===== src/rtl/l_frag_pkg.sv =====
// l_frag_pkg: shared mode-bit offsets and sizing helpers for the LUT fragment
package l_frag_pkg;
  localparam int MODE_REG_OFS = 0;
  localparam int MODE_FRAC_OFS = 1;
  function automatic int cfg_bits(input int k);
    return 2 ** k + 2;
  endfunction
  function automatic int clog2(input int v);
    int r;
    r = 0;
    while ((1 << r) < v) r = r + 1;
    return r;
  endfunction
endpackage


===== src/rtl/l_frag_cfg_if.sv =====
// l_frag_cfg_if: LUT select, config chain and output bundle of one fragment
interface l_frag_cfg_if #(parameter int K = 4);
  logic [K-1:0] I;
  logic CfgShiftEn;
  logic CfgShiftIn;
  logic CfgClear;
  logic QEN;
  logic CfgShiftOut;
  logic CfgValid;
  logic LUTOutput;
  logic CarryOut;
  logic QZ;
  logic Z;
  modport master(output I, CfgShiftEn, CfgShiftIn, CfgClear, QEN,
                 input CfgShiftOut, CfgValid, LUTOutput, CarryOut, QZ, Z);
  modport slave(input I, CfgShiftEn, CfgShiftIn, CfgClear, QEN,
                output CfgShiftOut, CfgValid, LUTOutput, CarryOut, QZ, Z);
endinterface


===== src/rtl/l_frag_cfg_mux.sv =====
// l_frag_mux: K-level 2:1 mux tree over a truth table, plus the upper-half subtree node
module l_frag_mux #(parameter int K = 4) (
  input  logic [2**K-1:0] tbl,
  input  logic [K-1:0]    sel,
  output logic            root,
  output logic            upper
);
  logic [2**K-1:0] v;
  // Each level folds pairs in place; level K-2 leaves the two half-tree nodes in v[1:0].
  always_comb begin
    v = tbl;
    upper = 1'b0;
    for (int s = 0; s < K; s++) begin
      for (int j = 0; j < 2 ** (K - s - 1); j++) v[j] = sel[s] ? v[2*j+1] : v[2*j];
      if (s == K - 2) upper = v[1];
    end
    root = v[0];
  end
endmodule


===== src/rtl/l_frag_cfg.sv =====
// l_frag_cfg: K-input LUT fragment with serial shadow config, commit counter, fracture and output register
module l_frag_cfg import l_frag_pkg::*; #(
  parameter int K = 4,
  parameter logic [cfg_bits(K)-1:0] INIT = '0,
  parameter bit INIT_VALID = 1'b0
) (
  input logic QCK,
  input logic QRT,
  l_frag_cfg_if.slave bus
);
  localparam int CFG_BITS = cfg_bits(K);
  localparam int CW = clog2(CFG_BITS + 1);
  logic [CFG_BITS-1:0] shadow, active, shadow_nxt;
  logic [CW-1:0] count;
  logic valid, qz, commit, frac, root, upper, lut;
  assign shadow_nxt = {bus.CfgShiftIn, shadow[CFG_BITS-1:1]};
  assign commit = bus.CfgShiftEn && !bus.CfgClear && count == CW'(CFG_BITS - 1);
  assign frac = active[2**K+MODE_FRAC_OFS];
  always_ff @(posedge QCK or posedge QRT) begin
    if (QRT) begin
      shadow <= '0;
      count <= '0;
      active <= INIT;
      valid <= INIT_VALID;
      qz <= 1'b0;
    end else begin
      if (bus.CfgClear) begin
        shadow <= '0;
        count <= '0;
        valid <= 1'b0;
      end else if (bus.CfgShiftEn) begin
        shadow <= shadow_nxt;
        count <= commit ? '0 : count + CW'(1);
        if (commit) begin
          active <= shadow_nxt;
          valid <= 1'b1;
        end
      end
      if (bus.QEN && valid) qz <= lut;
    end
  end
  // Fracture mode masks the top select so the root reads the lower half-tree.
  l_frag_mux #(.K(K)) u_mux (
    .tbl(active[2**K-1:0]),
    .sel({bus.I[K-1] & ~frac, bus.I[K-2:0]}),
    .root(root),
    .upper(upper)
  );
  assign lut = valid & root;
  assign bus.LUTOutput = lut;
  assign bus.CarryOut = valid & upper;
  assign bus.CfgValid = valid;
  assign bus.CfgShiftOut = shadow[0];
  assign bus.QZ = qz;
  assign bus.Z = active[2**K+MODE_REG_OFS] ? qz : lut;
endmodule


===== src/flat_wrapper.sv =====
// flat-port wrapper written by rule: the top's interface ports become plain ports
module l_frag_cfg_flat import l_frag_pkg::*;
#(
  parameter int K = 4,
  parameter logic [cfg_bits(K)-1:0] INIT = '0,
  parameter bit INIT_VALID = 1'b0
)
  (QCK, QRT, bus_I, bus_CfgShiftEn, bus_CfgShiftIn, bus_CfgClear, bus_QEN, bus_CfgShiftOut, bus_CfgValid, bus_LUTOutput, bus_CarryOut, bus_QZ, bus_Z);
  l_frag_cfg_if #(.K(K)) bus_i ();
  input logic QCK;
  input logic QRT;
  input wire logic [$bits(bus_i.I)-1:0] bus_I;
  input wire logic [$bits(bus_i.CfgShiftEn)-1:0] bus_CfgShiftEn;
  input wire logic [$bits(bus_i.CfgShiftIn)-1:0] bus_CfgShiftIn;
  input wire logic [$bits(bus_i.CfgClear)-1:0] bus_CfgClear;
  input wire logic [$bits(bus_i.QEN)-1:0] bus_QEN;
  output wire logic [$bits(bus_i.CfgShiftOut)-1:0] bus_CfgShiftOut;
  output wire logic [$bits(bus_i.CfgValid)-1:0] bus_CfgValid;
  output wire logic [$bits(bus_i.LUTOutput)-1:0] bus_LUTOutput;
  output wire logic [$bits(bus_i.CarryOut)-1:0] bus_CarryOut;
  output wire logic [$bits(bus_i.QZ)-1:0] bus_QZ;
  output wire logic [$bits(bus_i.Z)-1:0] bus_Z;
  assign bus_i.I = bus_I;
  assign bus_i.CfgShiftEn = bus_CfgShiftEn;
  assign bus_i.CfgShiftIn = bus_CfgShiftIn;
  assign bus_i.CfgClear = bus_CfgClear;
  assign bus_i.QEN = bus_QEN;
  assign bus_CfgShiftOut = bus_i.CfgShiftOut;
  assign bus_CfgValid = bus_i.CfgValid;
  assign bus_LUTOutput = bus_i.LUTOutput;
  assign bus_CarryOut = bus_i.CarryOut;
  assign bus_QZ = bus_i.QZ;
  assign bus_Z = bus_i.Z;
  l_frag_cfg #(.K(K), .INIT(INIT), .INIT_VALID(INIT_VALID)) u_core (.QCK(QCK), .QRT(QRT), .bus(bus_i));
endmodule

===== config.mk =====
export PLATFORM = sky130hd
export DESIGN_NAME = l_frag_cfg_flat
export DESIGN_NICKNAME = d
export VERILOG_FILES = /design/src/rtl/l_frag_pkg.sv /design/src/rtl/l_frag_cfg_if.sv /design/src/rtl/l_frag_cfg_mux.sv /design/src/rtl/l_frag_cfg.sv /design/src/flat_wrapper.sv
export SDC_FILE = /design/constraint.sdc
export NUM_CORES = 1
export LEC_CHECK = 0
export ABC_CLOCK_PERIOD_IN_PS = 4400
export BUFFER_PORTS_ARGS = -buffer_cell sky130_fd_sc_hd__buf_2
export CORE_MARGIN = 10
export CORE_UTILIZATION = 61
export DETAILED_ROUTE_END_ITERATION = 16
export PLACE_DENSITY = 0.81
export SYNTH_ARGS = -nofsm -noshare
export SYNTH_HDL_FRONTEND = slang
export SYNTH_SLANG_ARGS = --single-unit

===== constraint.sdc =====
create_clock -name QCK -period 4.4 [get_ports QCK]
set_input_delay 0.88 -clock QCK [delete_from_list [all_inputs] [get_ports QCK]]
set_output_delay 0.88 -clock QCK [all_outputs]
set_load 0.005 [all_outputs]

# Yosys cells after proc, flatten, opt, wreduce, memory -nomap -nowiden
# Cells that the tools add are included.
# Widths: inputs -> output; s select.
[classes]
multipliers = 0
shift = 0
eq_ne = 1
add_sub_neg = 1
muxes = 24
n_lt_le_gt_ge = 0
n_reduce_logical = 8
div = 0
bitwise_logic = 5
[ops]
columns = ["operator", "count"]
rows = [
  ["$mux 18", 2],
  ["$mux 1", 19],
  ["$mux 5", 3],
  ["$add 5x1->5 const B", 1],
  ["$eq 5x5->1 const B", 1],
  ["$reduce_bool 2->1", 2],
  ["$and 1x1->1", 3],
  ["$logic_and 1x1->1", 3],
  ["$reduce_and 3->1", 1],
  ["$not 1->1", 2],
  ["$reduce_and 2->1", 1],
  ["$logic_not 1->1", 1],
]
[totals]
mem_count = 0
input_bits = 10
mem_bits_rw = 0
out_inout_bits = 6
wordCells = 44
romBits = 0
latch_bits = 0
ff_bits = 43

# Longest topological paths before layout
[depth]
word_depth = 6
mapped_depth = 6

# Modules after synthesis
# Synthesis repeated with hierarchy kept, for this count alone.
[unflattened]
cells_unflattened = 142
area_unflattened_um2 = 1960.6
[by_module_without_submodules]
columns = ["module", "area_each_um2", "cells_each", "instances"]
rows = [
  ["l_frag_cfg", 1821.7, 135, 1],
  ["l_frag_mux", 138.9, 7, 1],
]

# Least setup slack after synthesis
# Ideal clock, no wire load.
[synth_timing]
kind = "input port to output port"
start = "input bus_I[0]"
end = "output bus_LUTOutput"
path_buffers = 1
t_arrival_ns = 1.929
path_slack_ns = 1.591
cell_stages = 5
required_time_ns = 3.520
cell_sequence = "buf_6 > mux2i_1 > mux4_2 > a32oi_2 > and2_2"
[synth_via]
elab_chain_len = 5
word_cells_on_any_way = 16
cone_classes = "15 x mux; 1 x bitwise"
[synth_lines]
columns = ["item", "line_no", "rtl"]
rows = [
  ["start, declared", "flat_wrapper.sv:12", "input wire logic [$bits(bus_i.I)-1:0] bus_I;"],
  ["$mux 1 (3 in series)", "l_frag_cfg_mux.sv:14", "for (int j = 0; j < 2 ** (K - s - 1); j++) v[j] = sel[s] ? v[2*j+1] : v[2*j];"],
  ["$mux 1 *", "l_frag_cfg_mux.sv:14", ""],
  ["$and 1x1->1 *", "l_frag_cfg.sv:49", "assign lut = valid & root;"],
  ["end, declared", "flat_wrapper.sv:19", "output wire logic [$bits(bus_i.LUTOutput)-1:0] bus_LUTOutput;"],
]
# Mark *: on every way between the ends. The rest lies on a longest branch, timed or not.

# Final worst setup path
# Ends and elaborated chain as after synthesis.

==> summary.md <==
| Metric | Value |
|---|---|
| Tot GR Track Use | 12.48% |
| Synth Net Count | between 150 and 200 |
| Crit path launch type | input pin |
| Share of cells above drive strength 1 | 31.90% |
| Die W | 76.20 µm |
| Grt total ovfl | 0 |
| Sw Ratio | 23.23% |
| Mapped cell area | 1927 µm² |
| Register area share after synthesis | a little under three fifths |
| Logic gate share of total power | 5.8% |
| Sequential Power Share | 63.3% |
| Initial antenna violation count | 0 |
| Commonest cells in the synthesized netlist | 43 x dfrtp_1, 22 x mux2i_1, 21 x mux2_2, 20 x nor2_1, 4 x clkbuf_1 |
| I/O Pins | 16 |
| Yosys warns | 0 |
| Primary FF master, synth | dfrtp_1 |
| Critical Path Start | bus_I[0] |
| RD Place Congestion | 0.7571 |
| Max Cap Violations | 0 |
| Pwr dens | 304.8 nW/µm² |
| Vias in the first global route | roughly 1200 |
| DP Wirelength | 2.344 mm |
| Final count of negative-setup-slack endpoints | 0 |
| Die area | 5806 µm² |
| WL per Instance | 16.53 µm |
| DRC viols | 0 |
| Row count | 20 |
| Final net count | about 180 |
| Pint | roughly 0.5 mW |
| Design Area, Final | roughly 2100 µm² |
| First-pass GRT wire length | roughly 6.0 mm |
| Hold Buf Count CTS | 0 |
| Crit-path most repeated cell | buf_2 |
| Clk_skew | 7.455 ps |
| Hold_sp | u_core.active[12] |
| CP max FO | 7 |
| WP buf/inv | 2 |
| Combinational family with the most area after synthesis | multiplexers |
| Fmax achieved | between 300 and 400 MHz |
| HP Class | reg2reg |
| Syn_area_per_cell | between 10 and 15 µm² |
| Slew Limit Fails | 0 |
| Synth Area in Simple Gates | 9.675% |
| Synth area leader | dfrtp_1 |
| Clk_lat worst skew | 350 ps |
| Placed Area | 2021 µm² |
| Core Region | a little over 3000 µm² |
| Post-synthesis compound-gate area fraction | 2.532% |
| Clock Pin Slew Worst Setup and Hold Paths | 110 ps |
| Most area-consuming cells after synthesis | dfrtp_1 56%, mux2_2 12%, mux2i_1 11%, nor2_1 3.9%, mux4_2 2.3% |
| Adder-cell share of the synthesized area | 1.299% |
| Num CTS Buffers | 5 |
| Vias per cell | roughly 5.5 |
| Die H | 76.20 µm |
| Synthesized flop and latch total | 43 |
| Cell count after synthesis | roughly 150 |
| Most common cell in the synthesized netlist | dfrtp_1 |
| Post-Synth XOR/XNOR Area | 1.364% |
| RR Startpoint | u_core.count[1] |
| H-tree depth | 2 |
| Crit Path Class | in2out |
| Worst Max-Slew Pin Slew | between 600 and 700 ps |
| Setup TNS | 0 ps |
| Pin count of the biggest net entering global routing | 44 |
| Post-synth EDFFs | 0 |
| Kind of cell adding the most delay to the critical path | multiplexers |
| P_leak | 1.064 nW |
| Worst path arrival time | 2170 ps |
| Min Clock Period, post-route | between 3000 and 4000 ps |
| Routed vias | 1144 |
| CP max-delay cell | mux4_2 |
| Status | complete, no violations |
| Psw | about 0.15 mW |
| DRT antenna net count | 0 |
| Tcrit/Tclk final | 69.31% |
| Post-CTS setup buffers | 0 |
| Drt initial violations | between 60 and 70 |
| Area Growth Syn to Fin | 7.792% |
| Ys async rst share | 100.0% |
| CTS resizes | 0 |
| Slew margin rel. | 55.67% |
| RSZ-0062 raised after global routing | no |
| PortBufs | 15 |
| Antenna cells | 0 |
| Clock Root Buffer | clkbuf_4 |
| Sink Count | 43 |
| Clk buf depth | 2 |
| # fillers | 240 |
| Mux contribution to synthesized area | a little over a quarter |
| Setup crit end kind | primary output |
| Final Hold Viols | 0 |
| Clock network fraction of design power | 30.9% |
| Required time worst endpoint | between 3000 and 4000 ps |
| Final wirelength | approximately 3.4 mm |
| Pre-antenna DRT Iters | 4 |
| VDD IR-drop max | 0.2594 mV |
| Max incr delay on CP | 500 ps |
| Initial core utilization | between 60% and 70% |
| Share of the synthesized area in the top cell type | 55.84% |
| Yosys cell types | 27 |
| Util after Layout | 68.60% |
| CTS tree | done |
| Crit path cell chain | buf_2 -> mux2i_1 -> mux4_2 -> a32oi_2 -> and2_2 -> buf_2 |
-- stage by stage --
step                hold slack [ps]  std cells  setup slack [ps]  total power [mW]
floorplan                     474.9        148              1591            0.4355
global route                  543.9        207              1266            0.6611
finish                        525.5        207              1351            0.6331
detailed placement            495.6        200              1340            0.4460
CTS                           527.5        207              1339            0.6402
global placement              497.7        200              1385            0.4440
-- registers in the layout, summed over array words and instances, names as in the netlist --
name and cells:
u_core.active 18, u_core.shadow 18, u_core.count 5, u_core.bus.CfgValid 1
u_core.bus.QZ 1
-- final timing paths --
path | to | slack, ps | cells after the start
min | u_core.active[12] | 530 | 1
min in group asynchronous | u_core.shadow[5] | 630 | 3
max reg2reg | u_core.active[4] | 2650 | 6
max in group asynchronous | u_core.shadow[11] | 3410 | 3
min reg2reg | u_core.active[12] | 530 | 1
max | bus_LUTOutput | 1350 | 6
-- area by class of cell --
class	count	area, µm²	share of cell area (%)
Clock inverter	1	5.005	0.2410
Multi-Input combinational cell	93	788.3	37.95
Timing Repair Buffer	17	90.09	4.337
Inverter	3	11.26	0.5422
Sequential cell	43	1076	51.81
Tap cell	44	55.05	2.651
Clock buffer	6	51.30	2.470
-- cell families after synthesis --
logic type,count (synthesis)
DFF,43
AOI/OAI and AO/OA,6
buffers and inverters,12
muxes,45
and+or+nand+nor,37
adders and majority gates,2
xor gates and xnor gates,3
-- worst reg2reg max path, cell delays in order, from the launching register on --
cell      delay (ps)
dfrtp_1          430
inv_1             70
ha_1             140
nand4b_1         130
nor3_2           170
buf_4            310
mux2_2           390
-- layout by cell type (no fill, tap or decap), types with 2 or more instances in the layout --
master and count:
nor3_1 3, a21oi_1 2, buf_4 2, clkbuf_4 5, mux2i_1 22, dfrtp_1 43, nand2_1 2, mux2_2 21
nor2_1 20, nand2b_1 3, or3b_2 2, mux4_2 2, xor2_1 3, nand4_1 2, buf_2 15, inv_1 3
ha_1 2
-- layer usage --
metal	up-vias	GRT usage (%)	share of wire [%]
met5	-	0	0
met4	0	4.833	1.3
met3	5	4.245	4.0
met2	22	19.22	48
met1	575	15.73	47
li1	542	-	-
-- power groups by stage --
stage / combinational, mW / sequential [mW] / clock (mW)
6_report: 0.0367 / 0.401 / 0.196
2_1_floorplan: 0.0276 / 0.408 / 0
4_1_cts: 0.0375 / 0.401 / 0.202
3_5_place_dp: 0.0375 / 0.409 / 0
5_1_grt: 0.0412 / 0.402 / 0.218
3_3_place_gp: 0.0359 / 0.408 / 0
Note: power is estimated with default switching activity, not from simulation.
